## config.mk

```make
export PLATFORM = sky130hd
export DESIGN_NAME = fwd_hazard_ctrl_flat
export DESIGN_NICKNAME = d
export VERILOG_FILES = /design/src/rtl/fwd_hazard_ctrl_pkg.sv /design/src/rtl/fwd_hazard_ctrl_if.sv /design/src/rtl/fwd_hazard_ctrl_fwd_sel_calc.sv /design/src/rtl/fwd_hazard_ctrl.sv /design/src/flat_wrapper.sv
export SDC_FILE = /design/constraint.sdc
export NUM_CORES = 1
export LEC_CHECK = 0
export ABC_CLOCK_PERIOD_IN_PS = 5630
export CAP_MARGIN = 0
export CELL_PAD_IN_SITES_DETAIL_PLACEMENT = 0
export CELL_PAD_IN_SITES_GLOBAL_PLACEMENT = 1
export CORE_MARGIN = 2
export CORE_UTILIZATION = 42
export DETAILED_ROUTE_END_ITERATION = 6
export GPL_ROUTABILITY_DRIVEN = 0
export PLACE_DENSITY_LB_ADDON = 0.25
export RECOVER_POWER = 100
export SYNTH_ARGS = -nofsm -noshare
export SYNTH_HDL_FRONTEND = slang
export SYNTH_SLANG_ARGS = --single-unit
```

## constraint.sdc

```tcl
create_clock -name clk -period 5.63 [get_ports clk]
set_clock_uncertainty 0.15 [all_clocks]
set_input_delay 1.689 -clock clk [delete_from_list [all_inputs] [get_ports clk]]
set_output_delay 1.689 -clock clk [all_outputs]
set_load 0.03 [all_outputs]
```

## src/rtl/fwd_hazard_ctrl_pkg.sv

```systemverilog
// ---------------------------------------------------------------------------
// fwd_hazard_ctrl_pkg
// Shared definitions for the MIPS32 forwarding / hazard controller:
//   - bypass mux select codes (must match the EX-stage 4-to-1 operand muxes)
//   - the register-zero index, which never takes part in forwarding
//   - the per-stage destination tag carried alongside EX, MEM and WB
//   - isWriter(): true when a stage tag really updates a GPR
// No ports; imported by the controller and its select sub-module.
// ---------------------------------------------------------------------------
package fwd_hazard_ctrl_pkg;

  localparam logic [1:0] FWD_RF    = 2'b00;
  localparam logic [1:0] FWD_EXMEM = 2'b01;
  localparam logic [1:0] FWD_MEMWB = 2'b10;
  localparam logic [1:0] FWD_WB    = 2'b11;

  localparam logic [4:0] REG_ZERO = 5'd0;

  typedef struct packed {
    logic       valid;
    logic [4:0] dst;
    logic       wr_en;
    logic       is_load;
  } stage_tag_t;

  // A stage only produces a forwardable value when it holds a real
  // instruction that writes a register other than $0.
  function automatic logic isWriter(input stage_tag_t tag);
    return tag.valid && tag.wr_en && (tag.dst != REG_ZERO);
  endfunction

endpackage

```

## src/rtl/fwd_hazard_ctrl_if.sv

```systemverilog
// ---------------------------------------------------------------------------
// fwd_hazard_ctrl_if
// Bundle between the decode stage and the forwarding / hazard controller.
//   Decode -> controller : id_valid, id_flush, id_rs, id_rt, id_use_rs,
//                          id_use_rt, id_dst, id_wr_en, id_is_load,
//                          id_is_muldiv, id_reads_hilo
//   Controller -> core   : stall, ex_bubble, ex_fwd_a, ex_fwd_b, muldiv_busy
// modport master : the decode side (drives the id_* fields)
// modport slave  : the controller (drives stall / bubble / selects / busy)
// ---------------------------------------------------------------------------
interface fwd_hazard_ctrl_if;

  logic       id_valid;
  logic       id_flush;
  logic [4:0] id_rs;
  logic [4:0] id_rt;
  logic       id_use_rs;
  logic       id_use_rt;
  logic [4:0] id_dst;
  logic       id_wr_en;
  logic       id_is_load;
  logic       id_is_muldiv;
  logic       id_reads_hilo;

  logic       stall;
  logic       ex_bubble;
  logic [1:0] ex_fwd_a;
  logic [1:0] ex_fwd_b;
  logic       muldiv_busy;

  modport master (
    output id_valid, id_flush, id_rs, id_rt, id_use_rs, id_use_rt,
           id_dst, id_wr_en, id_is_load, id_is_muldiv, id_reads_hilo,
    input  stall, ex_bubble, ex_fwd_a, ex_fwd_b, muldiv_busy
  );

  modport slave (
    input  id_valid, id_flush, id_rs, id_rt, id_use_rs, id_use_rt,
           id_dst, id_wr_en, id_is_load, id_is_muldiv, id_reads_hilo,
    output stall, ex_bubble, ex_fwd_a, ex_fwd_b, muldiv_busy
  );

endinterface

```

## src/rtl/fwd_hazard_ctrl_fwd_sel_calc.sv

```systemverilog
// ---------------------------------------------------------------------------
// fwd_sel_calc
// Purely combinational bypass select for one source operand of the
// instruction in ID, looking at the destination tags of EX, MEM and WB.
// Ports:
//   i_src     : source register number
//   i_use     : the ID instruction really reads this source
//   i_ex/i_mem/i_wb : stage tags
//   o_sel     : FWD_RF / FWD_EXMEM / FWD_MEMWB / FWD_WB
//   o_loadHit : the matching producer is a load still in EX (load-use)
// ---------------------------------------------------------------------------
module fwd_sel_calc
  import fwd_hazard_ctrl_pkg::*;
(
  input  logic [4:0] i_src,
  input  logic       i_use,
  input  stage_tag_t i_ex,
  input  stage_tag_t i_mem,
  input  stage_tag_t i_wb,
  output logic [1:0] o_sel,
  output logic       o_loadHit
);

  // Only the EX stage's load flag matters; a load in MEM or WB is forwarded
  // like any other result, so those two flags are deliberately dropped.
  logic w_unused;
  assign w_unused = i_mem.is_load ^ i_wb.is_load;

  // Youngest producer wins: EX is checked before MEM, MEM before WB.
  always_comb begin
    o_sel     = FWD_RF;
    o_loadHit = 1'b0;
    if (i_use && (i_src != REG_ZERO)) begin
      if (isWriter(i_ex) && (i_ex.dst == i_src)) begin
        o_sel     = FWD_EXMEM;
        o_loadHit = i_ex.is_load;
      end else if (isWriter(i_mem) && (i_mem.dst == i_src)) begin
        o_sel = FWD_MEMWB;
      end else if (isWriter(i_wb) && (i_wb.dst == i_src)) begin
        o_sel = FWD_WB;
      end
    end
  end

endmodule

```

## src/rtl/fwd_hazard_ctrl.sv

```systemverilog
// ---------------------------------------------------------------------------
// fwd_hazard_ctrl
// Forwarding and hazard controller for the 5-stage MIPS32 core. Tracks the
// destination tags of EX, MEM and WB, registers the EX operand bypass
// selects, detects load-use and HI/LO busy hazards, and inserts stalls and
// bubbles. Decode redirects (id_flush) override hazards.
// Parameters:
//   MULDIV_CYCLES : cycles HI/LO stays busy after a mult/div enters EX
//   CNT_W         : busy counter width (2**CNT_W > MULDIV_CYCLES)
// Ports:
//   clk    : core clock, rising edge
//   rst_n  : asynchronous active-low reset
//   io_bus : fwd_hazard_ctrl_if.slave (decode inputs, stall/bubble/select/
//            busy outputs)
// ---------------------------------------------------------------------------
module fwd_hazard_ctrl
  import fwd_hazard_ctrl_pkg::*;
#(
  parameter int MULDIV_CYCLES = 4,
  parameter int CNT_W         = 5
) (
  input  logic             clk,
  input  logic             rst_n,
  fwd_hazard_ctrl_if.slave io_bus
);

  localparam logic [CNT_W-1:0] BUSY_LOAD = CNT_W'(MULDIV_CYCLES);

  stage_tag_t       r_exTag;
  stage_tag_t       r_memTag;
  stage_tag_t       r_wbTag;
  logic [1:0]       r_fwdA;
  logic [1:0]       r_fwdB;
  logic [CNT_W-1:0] r_busyCnt;

  stage_tag_t       w_idTag;
  logic             w_useRs;
  logic             w_useRt;
  logic [1:0]       w_selA;
  logic [1:0]       w_selB;
  logic             w_loadHitA;
  logic             w_loadHitB;
  logic             w_loadUse;
  logic             w_busy;
  logic             w_busyHazard;
  logic             w_bubble;
  logic             w_muldivIssue;

  // A source only counts when ID holds a real instruction that reads it.
  assign w_useRs = io_bus.id_valid & io_bus.id_use_rs;
  assign w_useRt = io_bus.id_valid & io_bus.id_use_rt;

  // Tag the ID instruction would carry into EX if it advances.
  always_comb begin
    w_idTag         = '0;
    w_idTag.valid   = io_bus.id_valid;
    w_idTag.dst     = io_bus.id_dst;
    w_idTag.wr_en   = io_bus.id_wr_en;
    w_idTag.is_load = io_bus.id_is_load;
  end

  fwd_sel_calc u_selA (
    .i_src     (io_bus.id_rs),
    .i_use     (w_useRs),
    .i_ex      (r_exTag),
    .i_mem     (r_memTag),
    .i_wb      (r_wbTag),
    .o_sel     (w_selA),
    .o_loadHit (w_loadHitA)
  );

  fwd_sel_calc u_selB (
    .i_src     (io_bus.id_rt),
    .i_use     (w_useRt),
    .i_ex      (r_exTag),
    .i_mem     (r_memTag),
    .i_wb      (r_wbTag),
    .o_sel     (w_selB),
    .o_loadHit (w_loadHitB)
  );

  // Both hazard kinds merge into a single stall/bubble; a flush always
  // bubbles EX but never stalls, since the redirect discards the ID slot.
  assign w_loadUse     = w_loadHitA | w_loadHitB;
  assign w_busy        = (r_busyCnt != '0);
  assign w_busyHazard  = io_bus.id_valid & (io_bus.id_reads_hilo | io_bus.id_is_muldiv) & w_busy;
  assign w_bubble      = w_loadUse | w_busyHazard | io_bus.id_flush;
  assign w_muldivIssue = io_bus.id_valid & io_bus.id_is_muldiv & ~w_bubble;

  assign io_bus.stall       = (w_loadUse | w_busyHazard) & ~io_bus.id_flush;
  assign io_bus.ex_bubble   = w_bubble;
  assign io_bus.ex_fwd_a    = r_fwdA;
  assign io_bus.ex_fwd_b    = r_fwdB;
  assign io_bus.muldiv_busy = w_busy;

  // Stage tags shift every cycle. A bubble enters EX as an all-zero tag,
  // and the registered selects for a bubble point at the register file.
  always_ff @(posedge clk or negedge rst_n) begin
    if (!rst_n) begin
      r_exTag  <= '0;
      r_memTag <= '0;
      r_wbTag  <= '0;
      r_fwdA   <= FWD_RF;
      r_fwdB   <= FWD_RF;
    end else begin
      r_memTag <= r_exTag;
      r_wbTag  <= r_memTag;
      if (w_bubble) begin
        r_exTag <= '0;
        r_fwdA  <= FWD_RF;
        r_fwdB  <= FWD_RF;
      end else begin
        r_exTag <= w_idTag;
        r_fwdA  <= w_selA;
        r_fwdB  <= w_selB;
      end
    end
  end

  // HI/LO busy countdown. A mult/div that actually reaches EX reloads the
  // count, which wins over the decrement on the cycle the count hits zero.
  always_ff @(posedge clk or negedge rst_n) begin
    if (!rst_n) begin
      r_busyCnt <= '0;
    end else if (w_muldivIssue) begin
      r_busyCnt <= BUSY_LOAD;
    end else if (w_busy) begin
      r_busyCnt <= r_busyCnt - CNT_W'(1);
    end
  end

endmodule

```

## src/flat_wrapper.sv

```systemverilog
// flat-port wrapper written by rule: the top's interface ports become plain ports
module fwd_hazard_ctrl_flat import fwd_hazard_ctrl_pkg::*;
#(
  parameter int MULDIV_CYCLES = 4,
  parameter int CNT_W         = 5
)
  (clk, rst_n, io_bus_id_valid, io_bus_id_flush, io_bus_id_rs, io_bus_id_rt, io_bus_id_use_rs, io_bus_id_use_rt, io_bus_id_dst, io_bus_id_wr_en, io_bus_id_is_load, io_bus_id_is_muldiv, io_bus_id_reads_hilo, io_bus_stall, io_bus_ex_bubble, io_bus_ex_fwd_a, io_bus_ex_fwd_b, io_bus_muldiv_busy);
  fwd_hazard_ctrl_if io_bus_i ();
  input  logic clk;
  input  logic rst_n;
  input wire logic [$bits(io_bus_i.id_valid)-1:0] io_bus_id_valid;
  input wire logic [$bits(io_bus_i.id_flush)-1:0] io_bus_id_flush;
  input wire logic [$bits(io_bus_i.id_rs)-1:0] io_bus_id_rs;
  input wire logic [$bits(io_bus_i.id_rt)-1:0] io_bus_id_rt;
  input wire logic [$bits(io_bus_i.id_use_rs)-1:0] io_bus_id_use_rs;
  input wire logic [$bits(io_bus_i.id_use_rt)-1:0] io_bus_id_use_rt;
  input wire logic [$bits(io_bus_i.id_dst)-1:0] io_bus_id_dst;
  input wire logic [$bits(io_bus_i.id_wr_en)-1:0] io_bus_id_wr_en;
  input wire logic [$bits(io_bus_i.id_is_load)-1:0] io_bus_id_is_load;
  input wire logic [$bits(io_bus_i.id_is_muldiv)-1:0] io_bus_id_is_muldiv;
  input wire logic [$bits(io_bus_i.id_reads_hilo)-1:0] io_bus_id_reads_hilo;
  output wire logic [$bits(io_bus_i.stall)-1:0] io_bus_stall;
  output wire logic [$bits(io_bus_i.ex_bubble)-1:0] io_bus_ex_bubble;
  output wire logic [$bits(io_bus_i.ex_fwd_a)-1:0] io_bus_ex_fwd_a;
  output wire logic [$bits(io_bus_i.ex_fwd_b)-1:0] io_bus_ex_fwd_b;
  output wire logic [$bits(io_bus_i.muldiv_busy)-1:0] io_bus_muldiv_busy;
  assign io_bus_i.id_valid = io_bus_id_valid;
  assign io_bus_i.id_flush = io_bus_id_flush;
  assign io_bus_i.id_rs = io_bus_id_rs;
  assign io_bus_i.id_rt = io_bus_id_rt;
  assign io_bus_i.id_use_rs = io_bus_id_use_rs;
  assign io_bus_i.id_use_rt = io_bus_id_use_rt;
  assign io_bus_i.id_dst = io_bus_id_dst;
  assign io_bus_i.id_wr_en = io_bus_id_wr_en;
  assign io_bus_i.id_is_load = io_bus_id_is_load;
  assign io_bus_i.id_is_muldiv = io_bus_id_is_muldiv;
  assign io_bus_i.id_reads_hilo = io_bus_id_reads_hilo;
  assign io_bus_stall = io_bus_i.stall;
  assign io_bus_ex_bubble = io_bus_i.ex_bubble;
  assign io_bus_ex_fwd_a = io_bus_i.ex_fwd_a;
  assign io_bus_ex_fwd_b = io_bus_i.ex_fwd_b;
  assign io_bus_muldiv_busy = io_bus_i.muldiv_busy;
  fwd_hazard_ctrl #(.MULDIV_CYCLES(MULDIV_CYCLES), .CNT_W(CNT_W)) u_core (.clk(clk), .rst_n(rst_n), .io_bus(io_bus_i));
endmodule
```

Yosys cells after proc, flatten, opt, wreduce, memory -nomap -nowiden. Cells that the tools add are included.

Flip-flop bits (word level): 31. Input port bits: 25. Output and inout bits: 7.

$add $sub $neg: 1. Equal/unequal tests: 6. Multiplexer cells: 17. Bitwise logic cells: 13. Reduce and logical (&&, ||, !) cells: 21.

Operator list (count): == test 5 bit (6); nonzero test 5 bit (6); two-way mux 2 bit (10); logical AND 1 bit (14); two-way mux 5 bit (2); two-way mux 8 bit (1); AND 1 bit (7); subtractor 5 x 1 -> 5 bit, second input constant (1); two-way mux 1 bit (4); bitwise OR 1 bit (4); NOT 1 bit (2); nonzero test 2 bit (1).

Longest topological paths before layout. Gate-level depths: netlist of the first run.

Depth in word-level cells: 11. Gate-level depth with buffers: 9. Depth with buffers taken out: 8.

Hierarchy. From an unflattened synthesis of the first run, not the netlist that was laid out.

Cells, all modules: 159. Area, all modules: 1750.4 um^2.

By module, submodules not included: fwd_hazard_ctrl (instances 1, cells an instance 73, area each 1104.8 um^2, sequential area each 825.8 um^2); fwd_sel_calc (instances 2, cells an instance 43, area each 322.8 um^2, sequential area each 0.0 um^2).

Least setup slack after synthesis of the first run. OpenSTA, ideal clock, no wires.

Path type: input -> output. Start point: in io_bus_id_rt[1]. End point: out io_bus_ex_bubble. Arrival: 2.923 ns. Required time: 3.791 ns. Slack: 0.868 ns. Stages on the path: 6. Path buffers: 1. Cells stage by stage: or4_1 -> o211ai_2 -> o41ai_2 -> nor3_2 -> buf_4 -> inv_2.

Word-level cells in the longest chain between the ends: 7.

RTL lines: start: declaration (RTL line flat_wrapper.sv:14) `input wire logic [$bits(io_bus_i.id_rt)-1:0] io_bus_id_rt;`; == test 5 bit (RTL line fwd_hazard_ctrl_fwd_sel_calc.sv:34) `if (isWriter(i_ex) && (i_ex.dst == i_src)) begin`; logical AND 1 bit (RTL line fwd_hazard_ctrl_fwd_sel_calc.sv:34); two-way mux 1 bit (RTL line fwd_hazard_ctrl_fwd_sel_calc.sv:34); two-way mux 1 bit (*) (RTL line fwd_hazard_ctrl_fwd_sel_calc.sv:33) `if (i_use && (i_src != REG_ZERO)) begin`; bitwise OR 1 bit (*) (RTL line fwd_hazard_ctrl.sv:84) `assign w_loadUse = w_loadHitA | w_loadHitB;`; bitwise OR 1 bit (*) (2 in series) (RTL line fwd_hazard_ctrl.sv:87) `assign w_bubble = w_loadUse | w_busyHazard | io_bus.id_flush;`; end: declaration (RTL line flat_wrapper.sv:23) `output wire logic [$bits(io_bus_i.ex_bubble)-1:0] io_bus_ex_bubble;`.

Mark *: on every way between the ends. The rest lies on a longest branch, timed or not.

Final worst setup path of the first run.
Start point: in io_bus_id_rt[2]. End point: out io_bus_ex_bubble.

Same word-level chain as after synthesis.

==> results of run 1 <==
-- Yosys cell counts, drive strengths merged --
library cell   n  share of area, %
xor2          12               6.8
ha             2               1.6
dfrtp         31                50
nand2          7               1.7
nand2b         1              0.40
a31oi          1              0.40
nor4b          1              0.97
o41ai          1               1.1
o211ai         6               4.2
a21oi          2              0.65
nor3           4               1.6
o211a          1              0.65
buf            1              0.48
nand4          4               1.6
nor3b          2              0.97
and2           9               3.6
inv            5               1.2
xnor2         20                11
or4            4               2.2
nor4           7               3.6
a211oi         1              0.48
nor2          10               2.4
a21o           2              0.97
and3b          1              0.57
and3           1              0.40
-- what timing repair did --
action / CTS / global route
gates resized for setup: 1 / 0
endpoints found under the setup margin: 1 / 0
hold buffers: 0 / 0
-- metal layers --
metal	global-route usage (%)	share of wire, %	vias to the layer above
met5	0	0	-
li1	-	-	587
met1	22.7	46	570
met4	8.78	2.8	0
met3	6.94	6.5	10
met2	29.9	45	40
-- metrics by stage --
step	utilization, %	setup TNS (ns)	hold slack (ns)	worst slack, ns
4_1_cts	60.1	0	0.222	0.181
6_report	59.4	0	0.218	0.187
3_5_place_dp	56.9	-0.0412	0.211	-0.0412
5_1_grt	59.4	0	0.237	0.101
3_3_place_gp	56.9	-0.00496	0.208	-0.00496
2_1_floorplan	-	0	0.197	0.868
-- state kept, by name, summed over array words and instances, names as in the netlist --
name,count
u_core.r_exTag,8
u_core.r_memTag,7
u_core.r_wbTag,7
u_core.r_busyCnt,5
u_core.io_bus.ex_fwd_a,2
u_core.io_bus.ex_fwd_b,2
-- power breakdown --
group | internal [W] | leakage [nW] | switching [W]
clock | 0.000143 | 0.0612 | 0.0000825
sequential | 0.000253 | 0.408 | 0.0000270
combinational | 0.0000813 | 0.482 | 0.0000739
-- cells by family after synthesis --
kind of cell	synth area share (%)
AO/OA/AOI/OAI	8.40
XOR/XNOR	18.1
adder cells (fa/ha/maj)	1.62
buffers and inverters	1.70
flip-flops	50.1
AND/OR/NAND/NOR	20.1
-- worst max-delay path: stages --
cell and delay (ns):
clkdlybuf4s50_1 0.50, or4_1 0.56, o211ai_2 0.20, o41ai_2 0.10, nor3_2 0.16, inv_2 0.04
dlygate4sd2_1 0.34
-- how the worst max path moves through the flow --
| stage | startpoint | end | cells past startpoint |
|---|---|---|---|
| global placement | io_bus_id_rt[1] | io_bus_ex_bubble | 7 |
| global route | io_bus_id_rt[2] | io_bus_ex_bubble | 7 |
| finish | io_bus_id_rt[2] | io_bus_ex_bubble | 7 |
| detailed placement | io_bus_id_rt[2] | io_bus_ex_bubble | 7 |
| CTS | io_bus_id_rt[2] | io_bus_ex_bubble | 7 |
| floorplan | io_bus_id_rt[1] | io_bus_ex_bubble | 6 |
-- layout make-up --
type | count | area (um2) | area share [%]
clock buffer | 6 | 82.6 | 3.85
clock inverter | 2 | 35.0 | 1.63
inverter | 5 | 18.8 | 0.876
multi-input combinational | 99 | 729 | 34.0
sequential | 31 | 776 | 36.2
tap | 48 | 60.1 | 2.80
timing repair buffer | 50 | 442 | 20.6
==> flow_summary_export.csv, run 1 <==
group,metric,value,unit
detailed_routing,avgRoutedWirePerCell,13.9,um
detailed_routing,drt-total-wl,3340,um
sta,max_freq,184,MHz
detailed_routing,vias,1207,
clocking,clock_latency,0.29,ns
power,p_leak,0.951,nW
worst_setup_path,critPathCaptureType,"primary output",
yosys,synth-seq-cells,31,
sta,hold_violations,0,
sta,slew_viol_final,32,
layout,area.growth.synth_to_final,38.4,%
layout,fin_cells,241,
worst_setup_path,rr_startpoint,"u_core.r_busyCnt[0]",
clocking,h-tree-depth,2,
worst_hold_path,worstHoldPathCells,0,
worst_hold_path,hold_end,"u_core.r_memTag[1]",
run_status,status,"complete, but fails checks",
worst_setup_path,critPathKind,"primary input to primary output",
sta,slew_headroom,-9.26,%
grt,grt_pass1_vias,1289,
floorplanning,dieArea,4190,um2
power,p_total,0.000661,W
clocking,cts_tree,"built",
floorplanning,start_util,43.0,%
layout,antenna_cells,0,
power,vdd_drop_max,178,uV
detailed_routing,drt-initial-drc-count,57,
floorplanning,rows,22,
yosys,syn_inst,136,
layout,final_cell_mix,"31 x dfrtp_1, 23 x clkdlybuf4s50_1, 20 x xnor2_1",
layout,mostFrequentLayoutCell,"dfrtp_1",
clocking,postCtsSetupBuffers,0,
place,dpl-instance-area,2050,um2
clocking,cts-root-buf,"clkbuf_8",
sta,grt_setup_unrepaired,"false",
worst_hold_path,hp-start,"u_core.r_exTag[1]",
grt,grt_max_degree,32,
place,port_buffers,31,
yosys,syn-cell-area,1550,um2
sta,setup_viol,0,
worst_setup_path,reg2reg_to,"u_core.io_bus.ex_fwd_a[0]",
worst_setup_path,cp-start-kind,"primary input",
sta,finalCriticalPeriod,5.44,ns
place,placed_cells,233,
yosys,synth_seq_area_share,50.1,%
floorplanning,coreArea,3610,um2
power,p_per_area,308,nW/um2
worst_setup_path,cp_max_fo,3,
run,drv_cap,1,
worst_setup_path,reg2reg_setup_slack,3.02,ns
worst_setup_path,reg2regPathDepth,9,
clocking,path_clk_slew,0.07,ns
detailed_routing,drcViolationCount,0,
clocking,cts.sinks,31,
layout,design_area,2140,um2
worst_setup_path,required,3.79,ns
sta,worstMarginPinSlew,1.64,ns
grt,grt_use_total,18.8,%
layout,drive_gt1_share,17.6,%
run_status,violations,"max-capacitance violations, max-slew violations",
layout,fin_nets,219,
yosys,synth_warnings,0,
yosys,avgSynthCellArea,11.4,um2
grt,grt_remaining_overflow,0,
floorplanning,die_w,64.7,um
worst_hold_path,hold_path_class,"flop to flop",
clocking,cts_made_buffers,5,
floorplanning,pin_count,32,
place,hpwlAfterDp,2670,um
layout,fillerInstances,305,
sta,finalCritPeriodShare,96.7,%
grt,grt_antenna_before_repair,0,
detailed_routing,ant_nets,0,
grt,grt_pass1_wl,5780,um
detailed_routing,vias_per_cell,5.01,
yosys,syn_nets,163,
yosys,synth.distinct_cells,31,
detailed_routing,drt_pass1_iterations,4,
worst_setup_path,arrival,3.60,ns
floorplanning,die_h,64.7,um
clocking,cts_buffer_depth,2,
No activity file was read; power rests on OpenSTA's default activity.
==> run 2: changes to the inputs <==
- ABC_AREA: not set -> 1
- CORE_UTILIZATION: 42 -> 41
- TNS_END_PERCENT: not set -> 100
==> run 2 against run 1 <==
  * The run still ends with max-capacitance violations, max-slew violations left
  * Largest cell class unchanged
  * Synthesized cell count increased by 40%
  * Final cell count increased by 19%
  * Power decreased by 9.6%
==> flow_summary_export.csv, run 2 <==
group,metric,value,unit
yosys,synth_most_common_cell,"nand2_1",
yosys,synth.top_cell.area_share,47.0,%
worst_setup_path,critPathCaptureType,"primary output",
floorplanning,pin_count,32,
worst_setup_path,critPathKind,"primary input to primary output",
detailed_routing,vias,1332,
detailed_routing,drt-total-wl,3590,um
sta,grt_setup_unrepaired,"false",
power,p_leak,1.13,nW
yosys,synth_edf_count,0,
yosys,synth_top_cell_by_area,"dfrtp_1",
yosys,synth_common_cells,"34 x nand2_1, 32 x inv_1, 31 x dfrtp_1, 20 x nor2_1, 17 x xor2_1",
grt,grt_remaining_overflow,0,
clocking,clock_latency,0.28,ns
sta,worstMarginPinSlew,1.68,ns
yosys,syn_inst,190,
floorplanning,start_util,41.9,%
worst_setup_path,reg2reg_setup_slack,3.36,ns
sta,hold_violations,0,
floorplanning,die_w,67.5,um
run_status,status,"complete, but fails checks",
power,vdd_drop_max,228,uV
clocking,cts-hold-fix-buffers,0,
worst_hold_path,hold_end,"u_core.r_memTag[7]",
layout,area.growth.synth_to_final,29.8,%
yosys,synth_seq_area_share,47.0,%
worst_setup_path,rr_startpoint,"u_core.r_exTag[5]",
clocking,path_clk_slew,0.06,ns
layout,reg_top3,"u_core.r_exTag x8, u_core.r_memTag x7, u_core.r_wbTag x7",
yosys,synth-seq-cells,31,
run,drv_cap,1,
clocking,cts_made_buffers,5,
floorplanning,rows,23,
yosys,synthFlopType,"dfrtp_1",
layout,regMostFlops,"u_core.r_exTag",
layout,drive_gt1_share,10.6,%
clocking,cts_buffer_depth,2,
sta,setup_viol,0,
layout,fillerInstances,360,
grt,grt_max_degree,32,
worst_hold_path,worstHoldPathCells,0,
place,hpwlAfterDp,2870,um
detailed_routing,avgRoutedWirePerCell,12.6,um
yosys,syn-cell-area,1650,um2
sta,finalCritPeriodShare,94.4,%
power,p_total,0.000598,W
clocking,h-tree-depth,2,
clocking,cts_tree,"built",
worst_setup_path,cp-start-kind,"primary input",
clocking,cts-root-buf,"clkbuf_8",
yosys,async_flop_share,100,%
layout,antenna_cells,0,
clocking,cts.sinks,31,
yosys,syn_nets,217,
place,port_buffers,31,
layout,fin_nets,264,
grt,grt_pass1_vias,1320,
grt,grt_antenna_before_repair,0,
sta,finalCriticalPeriod,5.31,ns
detailed_routing,drt-initial-drc-count,38,
floorplanning,coreArea,3940,um2
floorplanning,die_h,67.5,um
sta,tns,0,ns
yosys,synth_warnings,0,
place,placed_cells,280,
worst_setup_path,arrival,3.47,ns
yosys,synth.distinct_cells,19,
layout,fin_cells,286,
yosys,synthTopCellsByArea,"dfrtp_1 47%, xor2_1 9.0%, nand2_1 7.7%, xnor2_1 7.4%, inv_1 7.3%",
power,p_per_area,279,nW/um2
detailed_routing,drt_pass1_iterations,4,
sta,max_freq,188,MHz
grt,grt_pass1_wl,6070,um
grt,grt_use_total,18.5,%
layout,final_cell_mix,"35 x nand2_1, 32 x inv_1, 31 x dfrtp_1",
sta,hold_ws,0.224,ns
floorplanning,dieArea,4550,um2
layout,largest_register_ffs,8,
sta,slew_viol_final,32,
run_status,violations,"max-capacitance violations, max-slew violations",
sta,slew_headroom,-12.1,%
detailed_routing,drcViolationCount,0,
worst_setup_path,cp_max_fo,4,
detailed_routing,vias_per_cell,4.66,
worst_setup_path,reg2regPathDepth,11,
clocking,postCtsSetupBuffers,0,
worst_setup_path,required,3.79,ns
worst_hold_path,hp-start,"u_core.r_exTag[7]",
yosys,avgSynthCellArea,8.69,um2
layout,mostFrequentLayoutCell,"nand2_1",
worst_setup_path,reg2reg_to,"u_core.io_bus.ex_fwd_a[1]",
detailed_routing,ant_nets,0,
worst_hold_path,hold_path_class,"flop to flop",
-- run 2: how the worst max path moves through the flow --
stage,from,endpoint,slack (ns)
after floorplan,io_bus_id_rs[0],io_bus_stall,1.26
after global placement,io_bus_id_rs[0],io_bus_stall,0.12
after detailed placement,io_bus_id_rs[0],io_bus_stall,0.1
after CTS,io_bus_id_rs[0],io_bus_stall,0.1
after global routing,io_bus_id_rs[0],io_bus_stall,0.19
final,io_bus_id_rs[0],io_bus_stall,0.32
-- run 2: cell type report --
type	instances	area, um2	share of cell area [%]
Clock buffer	6	72.6	3.38
Timing Repair Buffer	41	374	17.4
Inverter	32	120	5.60
Tap cell	50	62.6	2.92
Multi-Input combinational cell	126	739	34.5
Sequential cell	31	776	36.2
-- run 2: power breakdown --
part	switching (W)	leakage, nW	internal (W)	total, W
Sequential	0.0000276	0.408	0.000254	0.000281
Combinational	0.0000854	0.684	0.0000749	0.000160
Clock	0.0000739	0.0371	0.0000821	0.000156
-- run 2: metal layers --
metal	part of all wire (%)	vias up	track usage (%)	wire length, um
met4	1.6	0	6.89	58
met5	0	-	0	0
li1	-	670	-	-
met3	4.6	6	4.50	164
met2	51	25	32.7	1840
met1	42	631	21.5	1520
-- run 2: cells by family after synthesis --
group                      synth area share [%]
and+or+nand+nor                            25.5
buffers and inverters                      7.95
xor gates and xnor gates                   16.4
DFF                                        47.0
AOI/OAI and AO/OA                          1.67
adders and majority gates                  1.51
-- run 2: timing repair --
action                     in CTS  in global routing
setup endpoints to repair       0                  1
gates resized for setup         0                  1
hold endpoints to repair        0                  0
-- run 2: per-stage QoR --
step | util (%) | setup slack [ns] | instance area (um2)
floorplan | - | 1.26 | 1650
global placement | 52.9 | 0.120 | 2090
detailed placement | 52.9 | 0.0985 | 2090
CTS | 54.7 | 0.0959 | 2160
global route | 54.4 | 0.189 | 2140
finish | 54.4 | 0.317 | 2140
-- run 2: worst max-delay path, stage by stage --
cell and delay [ns]:
dlygate4sd3_1 0.62, xnor2_1 0.21, nand3_2 0.07, nor2_1 0.16
nand3_2 0.08, nand2_1 0.07, nand2_1 0.11, nand2_1 0.09
nand2_1 0.05, inv_1 0.05, dlymetal6s2s_1 0.27
==> run 3: changes to the inputs <==
- SLEW_MARGIN: not set -> 15
==> results of run 3 <==
Same layout as run 2: the final DEF is identical, and so are final timing and power.
